`src/rtl/spi_bus_arbiter.sv`:
```
// Round-robin arbiter and burst sequencer that shares one byte-level SPI master
// among NUM_REQ clients. It owns the slave selects and routes TX/RX bytes per burst.
module spi_bus_arbiter #(
  parameter int NUM_REQ    = 4,
  parameter int DATA_WIDTH = 8,
  parameter int LEN_WIDTH  = 4,
  parameter int GAP_CYCLES = 2,
  parameter int TIMEOUT    = 64
) (
  input  logic                            clk,
  input  logic                            rst_n,
  input  logic [NUM_REQ-1:0]              req,
  input  logic [NUM_REQ*LEN_WIDTH-1:0]    req_len,
  input  logic [NUM_REQ*DATA_WIDTH-1:0]   tx_data,
  output logic [NUM_REQ-1:0]              gnt,
  output logic [NUM_REQ-1:0]              tx_pop,
  output logic [NUM_REQ-1:0]              rx_valid,
  output logic [DATA_WIDTH-1:0]           rx_data,
  output logic [NUM_REQ-1:0]              ss_n,
  output logic                            m_start,
  output logic [DATA_WIDTH-1:0]           m_data_in,
  input  logic                            m_done,
  input  logic [DATA_WIDTH-1:0]           m_data_out,
  output logic                            busy,
  output logic                            err
);

  localparam int IDX_W = $clog2(NUM_REQ);
  localparam int TO_W  = $clog2(TIMEOUT + 1);
  localparam int GAP_W = $clog2(GAP_CYCLES + 1);

  typedef enum logic [2:0] {IDLE, SETUP, START, WAIT, GAP} state_t;

  state_t                 state_reg, state_next;
  logic [IDX_W-1:0]       ptr_reg, ptr_next;
  logic [IDX_W-1:0]       win_reg, win_next;
  logic [LEN_WIDTH-1:0]   rem_reg, rem_next;
  logic [TO_W-1:0]        to_cnt_reg, to_cnt_next;
  logic [GAP_W-1:0]       gap_cnt_reg, gap_cnt_next;

  logic [NUM_REQ-1:0]     gnt_reg, gnt_next;
  logic [NUM_REQ-1:0]     tx_pop_reg, tx_pop_next;
  logic [NUM_REQ-1:0]     rx_valid_reg, rx_valid_next;
  logic [DATA_WIDTH-1:0]  rx_data_reg, rx_data_next;
  logic                   m_start_reg, m_start_next;
  logic [DATA_WIDTH-1:0]  m_data_in_reg, m_data_in_next;
  logic                   busy_reg, busy_next;
  logic                   err_reg, err_next;

  logic [DATA_WIDTH-1:0]  tx_slice  [NUM_REQ];
  logic [LEN_WIDTH-1:0]   len_slice [NUM_REQ];

  logic                   arb_found;
  logic [IDX_W-1:0]       arb_idx;
  logic [IDX_W-1:0]       cand;
  logic [NUM_REQ-1:0]     win_onehot_next;
  logic                   byte_done;
  logic                   timed_out;

  genvar gi;
  generate
    for (gi = 0; gi < NUM_REQ; gi++) begin : g_slice
      assign tx_slice[gi]  = tx_data[gi*DATA_WIDTH +: DATA_WIDTH];
      assign len_slice[gi] = req_len[gi*LEN_WIDTH +: LEN_WIDTH];
    end
  endgenerate

  // First requester at or after ptr, searching upward with wrap.
  always_comb begin
    arb_found = 1'b0;
    arb_idx   = '0;
    cand      = '0;
    for (int k = 0; k < NUM_REQ; k++) begin
      if (int'(ptr_reg) + k >= NUM_REQ)
        cand = IDX_W'(int'(ptr_reg) + k - NUM_REQ);
      else
        cand = IDX_W'(int'(ptr_reg) + k);
      if (!arb_found && req[cand]) begin
        arb_found = 1'b1;
        arb_idx   = cand;
      end
    end
  end

  // A done pulse wins over a timeout expiring in the same cycle.
  assign byte_done = (state_reg == WAIT) && m_done;
  assign timed_out = (state_reg == WAIT) && !m_done &&
                     (to_cnt_reg == TO_W'(TIMEOUT - 1));

  always_comb begin
    state_next   = state_reg;
    ptr_next     = ptr_reg;
    win_next     = win_reg;
    rem_next     = rem_reg;
    to_cnt_next  = to_cnt_reg;
    gap_cnt_next = gap_cnt_reg;
    err_next     = 1'b0;
    case (state_reg)
      IDLE: begin
        if (arb_found) begin
          win_next   = arb_idx;
          rem_next   = len_slice[arb_idx];
          ptr_next   = (arb_idx == IDX_W'(NUM_REQ - 1)) ? '0 : arb_idx + IDX_W'(1);
          state_next = SETUP;
        end
      end
      SETUP: state_next = START;
      START: begin
        to_cnt_next = '0;
        state_next  = WAIT;
      end
      WAIT: begin
        if (byte_done) begin
          if (rem_reg == '0) begin
            gap_cnt_next = '0;
            state_next   = GAP;
          end else begin
            rem_next   = rem_reg - LEN_WIDTH'(1);
            state_next = START;
          end
        end else if (timed_out) begin
          err_next     = 1'b1;
          gap_cnt_next = '0;
          state_next   = GAP;
        end else begin
          to_cnt_next = to_cnt_reg + TO_W'(1);
        end
      end
      GAP: begin
        if (gap_cnt_reg == GAP_W'(GAP_CYCLES - 1))
          state_next = IDLE;
        else
          gap_cnt_next = gap_cnt_reg + GAP_W'(1);
      end
      default: state_next = IDLE;
    endcase
  end

  // Outputs are decoded from the next state so every port comes straight from a flop.
  always_comb begin
    win_onehot_next = NUM_REQ'(1) << win_next;
    gnt_next        = '0;
    tx_pop_next     = '0;
    m_start_next    = 1'b0;
    m_data_in_next  = m_data_in_reg;
    rx_valid_next   = '0;
    rx_data_next    = rx_data_reg;
    busy_next       = (state_next != IDLE);
    if (state_next == SETUP || state_next == START || state_next == WAIT)
      gnt_next = win_onehot_next;
    if (state_next == START) begin
      m_start_next   = 1'b1;
      tx_pop_next    = win_onehot_next;
      m_data_in_next = tx_slice[win_next];
    end
    if (byte_done) begin
      rx_valid_next = NUM_REQ'(1) << win_reg;
      rx_data_next  = m_data_out;
    end
  end

  always_ff @(posedge clk or negedge rst_n) begin
    if (!rst_n) begin
      state_reg     <= IDLE;
      ptr_reg       <= '0;
      win_reg       <= '0;
      rem_reg       <= '0;
      to_cnt_reg    <= '0;
      gap_cnt_reg   <= '0;
      gnt_reg       <= '0;
      tx_pop_reg    <= '0;
      rx_valid_reg  <= '0;
      rx_data_reg   <= '0;
      m_start_reg   <= 1'b0;
      m_data_in_reg <= '0;
      busy_reg      <= 1'b0;
      err_reg       <= 1'b0;
    end else begin
      state_reg     <= state_next;
      ptr_reg       <= ptr_next;
      win_reg       <= win_next;
      rem_reg       <= rem_next;
      to_cnt_reg    <= to_cnt_next;
      gap_cnt_reg   <= gap_cnt_next;
      gnt_reg       <= gnt_next;
      tx_pop_reg    <= tx_pop_next;
      rx_valid_reg  <= rx_valid_next;
      rx_data_reg   <= rx_data_next;
      m_start_reg   <= m_start_next;
      m_data_in_reg <= m_data_in_next;
      busy_reg      <= busy_next;
      err_reg       <= err_next;
    end
  end

  assign gnt       = gnt_reg;
  assign ss_n      = ~gnt_reg;
  assign tx_pop    = tx_pop_reg;
  assign rx_valid  = rx_valid_reg;
  assign rx_data   = rx_data_reg;
  assign m_start   = m_start_reg;
  assign m_data_in = m_data_in_reg;
  assign busy      = busy_reg;
  assign err       = err_reg;

endmodule
```
`config.mk`:
```
export PLATFORM = sky130hd
export DESIGN_NAME = spi_bus_arbiter
export DESIGN_NICKNAME = d
export VERILOG_FILES = /design/src/rtl/spi_bus_arbiter.sv
export SDC_FILE = /design/constraint.sdc
export NUM_CORES = 1
export LEC_CHECK = 0
export CAP_MARGIN = 20
export CORE_UTILIZATION = 25
export DETAILED_ROUTE_END_ITERATION = 8
export GPL_TIMING_DRIVEN = 0
export HOLD_SLACK_MARGIN = 0.15
export PLACE_DENSITY = 0.53
export SYNTH_ARGS = -nofsm -noshare
export SYNTH_HDL_FRONTEND = slang
export SYNTH_SLANG_ARGS = --single-unit
```
`constraint.sdc`:
```
create_clock -name clk -period 1.84 [get_ports clk]
set_input_delay 0.368 -clock clk [delete_from_list [all_inputs] [get_ports clk]]
set_output_delay 0.368 -clock clk [all_outputs]
set_load 0.005 [all_outputs]
```
==> results of run 1 <==
==> critical path, stage by stage (launching register included) <==
cell,delay [ns]
dfrtp_2,0.44
and2b_4,0.29
a211o_1,0.17
nand2_4,0.12
a31o_4,0.30
a222oi_1,0.43
a31oi_1,0.14
==> Yosys cell counts (all sizes together) (4+ instances only) <==
cell type,instances
nor3,8
and2,5
a222oi,8
a31oi,9
nor2b,6
inv,11
nand3b,4
nor2,20
mux2i,9
mux2,11
dfrtp,51
nand2,23
nor3b,5
o21ai,15
a21oi,4
buf,7
o31ai,4
xor2,5
==> cell type report <==
class | instances | area (sq um)
Buffer | 10 | 153.9
Clock buffer | 5 | 68.82
Clock inverter | 3 | 46.29
Fill cell | 1029 | 6200
Inverter | 11 | 41.29
Multi-Input combinational cell | 180 | 1499
Sequential cell | 51 | 1281
Tap cell | 140 | 175.2
Timing Repair Buffer | 136 | 1328
==> power by group <==
part	total [W]	leakage (nW)	switching (W)	internal [W]
Sequential	0.00181	0.633	0.000250	0.00156
Combinational	0.00438	1.21	0.00188	0.00251
Clock	0.000807	0.0548	0.000397	0.000410
==> metal layers <==
| layer | share of wire, % | track usage [%] | vias up |
|---|---|---|---|
| li1 | - | - | 1219 |
| met1 | 43 | 16.66 | 1178 |
| met2 | 52 | 23.96 | 50 |
| met3 | 4.2 | 2.432 | 6 |
| met4 | 0.76 | 2.642 | 0 |
| met5 | 0 | 0 | - |
==> cell families after synthesis <==
logic type / count (synthesis) / share of synthesized area, %
mux: 20 / 7.738
simple gates: 92 / 19.55
fa+ha+maj: 3 / 1.358
xor+xnor: 6 / 1.900
buf+inv: 23 / 6.199
flops: 51 / 46.15
compound gates: 58 / 17.10
==> how the worst max path moves through the flow <==
stage | end | start | cells past startpoint | slack [ns]
final | m_data_in[0] | flip-flop | 6 | -0.18
after detailed placement | m_data_in[0] | req[0] | 7 | -0.97
after CTS | m_data_in[0] | state_reg[1] | 6 | -0.19
after global routing | m_data_in[0] | state_reg[2] | 6 | -0.25
after global placement | to_cnt_reg[3] | rst_n | 1 | -1.22
after floorplan | m_data_in[0] | flip-flop | 7 | -0.02
==> timing repair <==
action	CTS	global route
setup buffers	24	15
endpoints found under the setup margin	37	30
pin swaps	24	10
gates resized for setup	47	16
hold endpoints to repair	12	0
gates cloned	1	0
hold buffers	1	0
==> through the flow <==
step | cells | TNS (ns) | util [%] | power [W] | hold WS, ns
after floorplan | 253 | -0.1463 | - | 0.003878 | 0.07241
after global placement | 489 | -85.02 | 36.15 | 0.005152 | 0.4877
after detailed placement | 490 | -23.13 | 36.29 | 0.005213 | 0.2932
after CTS | 521 | -0.7266 | 40.90 | 0.006846 | 0.4958
after global routing | 536 | -1.731 | 42.56 | 0.007541 | 0.5105
final | 536 | -0.6880 | 42.56 | 0.007004 | 0.4920
==> results.yml, run 1 <==
clock_tree:
  cts_tree: "built"
  cts_buffers: 5
  cts-htree-levels: 2
  clock_latency_ns: 0.31
  cts.sinks: 51
  clk_path_buf_depth: 2
  path_clk_slew_ns: 0.10
  root_buffer: "clkbuf_8"
synthesis:
  seq_area_frac_synth_pct: 46.15
  synth-seq-cells: 51
  synth_nets: 319
  syn_inst: 253
  syn_avg_cell_area_sq_um: 10.93
  synth_area_leaders: "dfrtp_1, mux2_2, mux2i_1"
  netlist_area_sq_um: 2765
  synth_ff_type: "dfrtp_1"
  synth_top_cell_by_area: "dfrtp_1"
  synth.distinct_cells: 63
  ys_warn_count: 0
  yosysTopAreaCellShare_pct: 46.15
  synth_edf_count: 0
  postSynth.asyncResetShare_pct: 100.0
die:
  rows: 38
  die_w_um: 107.2
  die_area_sq_um: 11490
  start_util_pct: 25.62
  core_sq_um: 10790
  fp.dieH_um: 107.2
  ios: 98
setup_path:
  reg2regPathDepth: 6
  critPathKind: "flip-flop to flip-flop"
  start_kind: "flip-flop"
  reg2reg_setup_slack_ns: -0.18
  endpoint_kind: "flip-flop"
  critPathMaxFanout: 6
  r2r-end: "m_data_in[0]"
  critPathRequiredTime_ns: 2.02
  cp.arrival_ns: 2.20
timing:
  slew_viol_final: 0
  finalClockSkew_ns: 0.009535
  fmax_mhz: 495.7
  relSlewSlack_pct: 69.11
  hold_viol_final: 0
  tightest_slew_ns: 0.4618
  rsz0062_at_grt: "yes"
  min_period_over_period_pct: 109.6
  fin_crit_ns: 2.017
  setup_viol: 8
  setup_slack_ns: -0.1773
placement:
  dp_slack_ns: -0.9667
  dp_hpwl_um: 5230
  portBuffers: 96
  place_area_sq_um: 3916
  place_congestion: 0.7308
grt:
  grt_pass1_vias: 2480
  overflow: 0
  grt_start_max_net_pins: 40
  grt_first_pass_wirelength_um: 12030
  track_usage_pct: 13.35
  antenna_found_initial: 0
layout:
  most-common-layout-cells: "clkdlybuf4s50_1, dfrtp_1, buf_4"
  antennaDiodeCount: 0
  drive_above_1_share_pct: 29.04
  area_growth_pct: 66.11
  final_common_cell: "clkdlybuf4s50_1"
  layout.nets: 461
  fin_area_sq_um: 4593
route:
  dr.pass1.iters: 5
  ant_nets: 0
  wl_um: 7513
  vias_per_cell: 4.576
  vias: 2453
  remaining_drc_errors: 0
  avgRoutedWirePerCell_um: 14.02
  drt_iter0_markers: 123
outcome:
  failed_checks: "setup timing"
  outcome: "complete, but fails checks"
power_and_ir_drop:
  peakVddDrop_v: 0.0004997
  leakage_nw: 1.897
  power_density_nw_per_um2: 1525
min_path:
  hold_path_class: "input pin to async pin"
job:
  maxCapViolCount: 0
No activity file was read; power rests on OpenSTA's default activity.
==> inputs of run 2 (changes only) <==
==> constraint.sdc (replaced) <==
create_clock -name clk -period 1.84 [get_ports clk]
set_input_delay 0.368 -clock clk [delete_from_list [all_inputs] [get_ports clk]]
set_output_delay 0.368 -clock clk [all_outputs]
set_load 0.05 [all_outputs]
==> run 2 against run 1 <==
Effect of this change: the flow still finishes with violations (setup timing); wire length is essentially flat; combinational power grew 20%; sequential share of layout area grew 0.12 points; final cell count is the same; critical endpoint unchanged; largest cell class unchanged; highest routed layer unchanged.
==> results.yml, run 2 (synthesis results as in run 1) <==
clock_tree:
  cts.sinks: 51
  cts-htree-levels: 2
  cts_tree: "built"
  root_buffer: "clkbuf_8"
  clock_latency_ns: 0.31
  cts_buffers: 5
  path_clk_slew_ns: 0.10
  clk_path_buf_depth: 2
power_and_ir_drop:
  peakVddDrop_v: 0.0007299
  design_power_total_w: 0.007881
  seq_power_share_pct: 22.8
  p_sw_share_pct: 45.71
  combPwrFrac_pct: 66.9
  power_frac_clock_pct: 10.3
  p_sw_w: 0.003602
  p_int_w: 0.004279
  power_density_nw_per_um2: 1723
  leakage_nw: 2.036
grt:
  antenna_found_initial: 0
  grt_start_max_net_pins: 40
  met2_usage_pct: 24.01
  overflow: 0
  top_usage_layer: "met2"
  met3_usage_pct: 2.432
  grt_pass1_vias: 2478
  gr-usage-met1_pct: 16.66
  track_usage_pct: 13.37
  grt_first_pass_wirelength_um: 12050
outcome:
  failed_checks: "setup timing"
  outcome: "complete, but fails checks"
timing:
  setup_slack_ns: -0.1882
  min_period_over_period_pct: 110.2
  fin_crit_ns: 2.028
  holdWs_ns: 0.4921
  slew_viol_final: 0
  rsz0062_at_grt: "yes"
  finalClockSkew_ns: 0.01036
  relSlewSlack_pct: 64.91
  fmax_mhz: 493.0
  tightest_slew_ns: 0.5284
  setup_viol: 8
  hold_viol_final: 0
setup_path:
  reg2regPathDepth: 8
  r2r-end: "m_data_in[0]"
  critPathKind: "flip-flop to flip-flop"
  reg2reg_setup_slack_ns: -0.19
  start_kind: "flip-flop"
  rr_startpoint: "ptr_reg[1]"
  critPathMaxFanout: 10
  worstSetupStartpoint: "ptr_reg[1]"
  critPathRequiredTime_ns: 2.02
  crit_end: "m_data_in[0]"
  cp.depth: 8
  endpoint_kind: "flip-flop"
  crit_path_max_incr_delay_ns: 0.42
  cp.arrival_ns: 2.21
  path_buf_inv: 2
  crit_chain: "clkbuf_8 -> nand2_1 -> a211o_1 -> nand2_4 -> o31ai_4 -> buf_12 -> a222oi_1 -> a31oi_1"
  slowest_stage: "a222oi_1"
  critPathTopFamily: "compound AO/OA/AOI/OAI gates"
layout:
  layout.nets: 461
  antennaDiodeCount: 0
  final_common_cell: "clkdlybuf4s50_1"
  drive_above_1_share_pct: 29.04
  most-common-layout-cells: "clkdlybuf4s50_1, dfrtp_1, buf_4"
  area_growth_pct: 65.38
placement:
  portBuffers: 96
  dp_slack_ns: -0.9667
  dp_hpwl_um: 5230
  place_congestion: 0.7308
route:
  drt_iter0_markers: 133
  ant_nets: 0
  dr.pass1.iters: 5
  avgRoutedWirePerCell_um: 14.03
  vias: 2459
  vias_per_cell: 4.588
  wl_um: 7519
  remaining_drc_errors: 0
min_path:
  hold_path_class: "input pin to async pin"
die:
  start_util_pct: 25.62
  rows: 38
  core_sq_um: 10790
  die_area_sq_um: 11490
  die_w_um: 107.2
  ios: 98
  fp.dieH_um: 107.2
job:
  maxCapViolCount: 0
-- run 2: cell types whose count changed in the layout (fill, tap and decap cells not counted), sizes merged --
cell	delta
clkdlybuf4s50	-34
dlygate4sd2	+28
dlymetal6s2s	+6
-- run 2: worst min path at each step --
stage,cells after the start,slack [ns],endpoint
after global routing,2,0.51,rx_data[3]
after floorplan,0,0.07,async pin
after CTS,2,0.50,rx_data[3]
after global placement,1,0.49,rx_data[2]
after detailed placement,1,0.29,rx_data[3]
final,2,0.49,rx_valid[1]
-- run 2: repair_timing --
item,4_1_cts,5_1_grt
endpoints found under the setup margin,65,36
cloned,1,0
pin swaps,24,10
hold buffers,1,0
setup buffers,24,15
hold endpoints to repair,12,0
gates resized for setup,75,22
-- run 2: through the flow --
stage                     instance area (sq um)  utilization (%)  setup TNS [ns]  std cells
after floorplan                            2765                -         -0.1463        253
after global placement                     3901            36.15          -85.02        489
after detailed placement                   3916            36.29          -23.13        490
after CTS                                  4379            40.58         -0.7266        521
after global routing                       4573            42.37          -1.730        536
final                                      4573            42.37         -0.6600        536
-- run 2: cell type report --
type	instances	area [sq um]
plain buffers	10	153.9
clock buffers	5	68.82
clock inverters	3	46.29
fillers	1023	6220
inverters	11	41.29
multi-input cells	180	1499
flip-flops and latches	51	1281
well taps	140	175.2
repair buffers	136	1308
-- run 2: routing by layer --
layer / routed length [um] / vias up
met3: 303 / 6
met4: 61 / 0
met1: 3278 / 1179
met2: 3876 / 51
met5: 0 / -
li1: - / 1223
-- run 2: power by group through the flow --
stage / combinational, W / sequential, W / clock (W)
3_5_place_dp: 0.00445 / 0.00186 / 0
2_1_floorplan: 0.00216 / 0.00280 / 0
5_1_grt: 0.00566 / 0.00187 / 0.000890
3_3_place_gp: 0.00441 / 0.00184 / 0
6_report: 0.00527 / 0.00180 / 0.000808
4_1_cts: 0.00508 / 0.00181 / 0.000843
==> inputs of run 3 (changes only) <==
--- a/config.mk
+++ b/config.mk
@@ -11,6 +11,7 @@
 export GPL_TIMING_DRIVEN = 0
 export HOLD_SLACK_MARGIN = 0.15
 export PLACE_DENSITY = 0.53
+export REMOVE_ABC_BUFFERS = 1
 export SYNTH_ARGS = -nofsm -noshare
 export SYNTH_HDL_FRONTEND = slang
 export SYNTH_SLANG_ARGS = --single-unit
==> run 3 against run 2 <==
Effect of this change: the flow still finishes with violations (setup timing); largest power group unchanged; worst setup slack gained 0.084 ns; wire length up 5.0%; largest cell class unchanged; sequential power is 5% higher; critical path type unchanged; register-to-register slack better by 0.08 ns; design area down 1.2%; clock skew about the same; utilization shrank 0.52 points; final cell count shrank 1.3%; non-clock buffer count fell by 9; critical endpoint is now m_data_in[6]; highest routed layer unchanged.
==> results.yml, run 3 (synthesis results as in run 1) <==
layout:
  drive_above_1_share_pct: 28.79
  area_growth_pct: 63.35
  fin_area_sq_um: 4517
  most-common-layout-cells: "clkdlybuf4s50_1, dfrtp_1, buf_4"
  final_common_cell: "clkdlybuf4s50_1"
  layout.nets: 454
  antennaDiodeCount: 0
  n_fill_cell: 1024
clock_tree:
  root_buffer: "clkbuf_8"
  cts-htree-levels: 2
  clock_latency_ns: 0.31
  clk_path_buf_depth: 2
  cts_tree: "built"
  cts.sinks: 51
  path_clk_slew_ns: 0.09
  cts_buffers: 5
power_and_ir_drop:
  p_sw_share_pct: 45.61
  p_int_w: 0.004415
  seq_power_share_pct: 23.3
  peakVddDrop_v: 0.0005804
  power_density_nw_per_um2: 1797
  power_frac_clock_pct: 11.4
  combPwrFrac_pct: 65.3
  p_sw_w: 0.003702
  leakage_nw: 1.970
  design_power_total_w: 0.008117
setup_path:
  critPathKind: "flip-flop to flip-flop"
  reg2regPathDepth: 6
  cp.arrival_ns: 2.12
  endpoint_kind: "flip-flop"
  critPathRequiredTime_ns: 2.01
  start_kind: "flip-flop"
  critPathMaxFanout: 8
timing:
  fin_crit_ns: 1.944
  finalClockSkew_ns: 0.01008
  setup_slack_ns: -0.1042
  min_period_over_period_pct: 105.7
  hold_viol_final: 0
  slew_viol_final: 0
  rsz0062_at_grt: "yes"
  fmax_mhz: 514.4
  setup_viol: 8
  relSlewSlack_pct: 56.03
  tightest_slew_ns: 0.6596
  fin_setup_tns_ns: -0.5739
placement:
  dp_slack_ns: -1.219
  dp_hpwl_um: 5197
  portBuffers: 97
  place_congestion: 0.7462
  place_area_sq_um: 3796
grt:
  track_usage_pct: 13.46
  overflow: 0
  grt_start_max_net_pins: 29
  antenna_found_initial: 0
  grt_first_pass_wirelength_um: 12070
  grt_pass1_vias: 2422
route:
  vias_per_cell: 4.720
  drt_iter0_markers: 100
  wl_um: 7897
  vias: 2497
  avgRoutedWirePerCell_um: 14.93
  remaining_drc_errors: 0
  dr.pass1.iters: 8
  ant_nets: 0
die:
  die_w_um: 107.2
  die_area_sq_um: 11490
  rows: 38
  core_sq_um: 10790
  fp.dieH_um: 107.2
  ios: 98
  start_util_pct: 25.62
outcome:
  failed_checks: "setup timing"
  outcome: "complete, but fails checks"
min_path:
  hold_path_class: "flip-flop to flip-flop"
  min_path_cells: 1
job:
  maxCapViolCount: 0
run 3: power groups by stage:
| stage | clock, W | sequential (W) | combinational [W] |
|---|---|---|---|
| 6_report | 0.000922 | 0.00189 | 0.00530 |
| 3_5_place_dp | 0 | 0.00193 | 0.00409 |
| 3_3_place_gp | 0 | 0.00192 | 0.00405 |
| 4_1_cts | 0.000950 | 0.00192 | 0.00489 |
| 5_1_grt | 0.000986 | 0.00197 | 0.00566 |
| 2_1_floorplan | 0 | 0.00284 | 0.00184 |
run 3: layout make-up:
class / count / area, sq um / share of cell area, %
sequential: 51 / 1282 / 28.39
inverter: 11 / 41.29 / 0.9141
clock buffer: 5 / 68.82 / 1.524
timing repair buffer: 137 / 1343 / 29.72
multi-input combinational: 182 / 1539 / 34.07
clock inverter: 3 / 67.56 / 1.496
tap: 140 / 175.2 / 3.878
run 3: layer usage:
metal  GRT usage (%)  vias up  share of wire, %
met4           2.642        0              0.60
met1           17.08     1234                44
met5               0        -                 0
li1                -     1202                 -
met3           2.614        5               4.1
met2           23.69       56                51
run 3: critical path, stage by stage, from the launching register on:
cell      delay, ns
dfrtp_2        0.46
and2b_4        0.30
a211o_1        0.16
nand2_4        0.12
a31o_4         0.29
a222oi_1       0.36
a31oi_1        0.12
run 3: through the flow:
step           util, %  instances  hold WS (ns)
6_report         41.85        529        0.5041
5_1_grt          41.85        529        0.5289
4_1_cts          39.86        512        0.5090
3_5_place_dp     35.17        479        0.4386
3_3_place_gp     35.03        478        0.4916
2_1_floorplan        -        241       0.07241
run 3: path summary, 6_finish.rpt:
path                               start             to  slack, ns
setup reg to reg               flip-flop   m_data_in[6]      -0.10
max in group asynchronous          rst_n   state_reg[2]       0.65
min in group asynchronous          rst_n        m_start       0.62
hold reg to reg            to_cnt_reg[0]  to_cnt_reg[0]       0.50
setup / recovery               flip-flop   m_data_in[6]      -0.10
hold / removal             to_cnt_reg[0]  to_cnt_reg[0]       0.50
run 3: what timing repair did:
action | 4_1_cts | 5_1_grt
hold buffers | 1 | 0
resized for setup | 67 | 29
endpoints found under the setup margin | 55 | 36
endpoints found under the hold margin | 27 | 0
cloned | 2 | 1
setup buffers | 22 | 17
pin swaps | 24 | 17
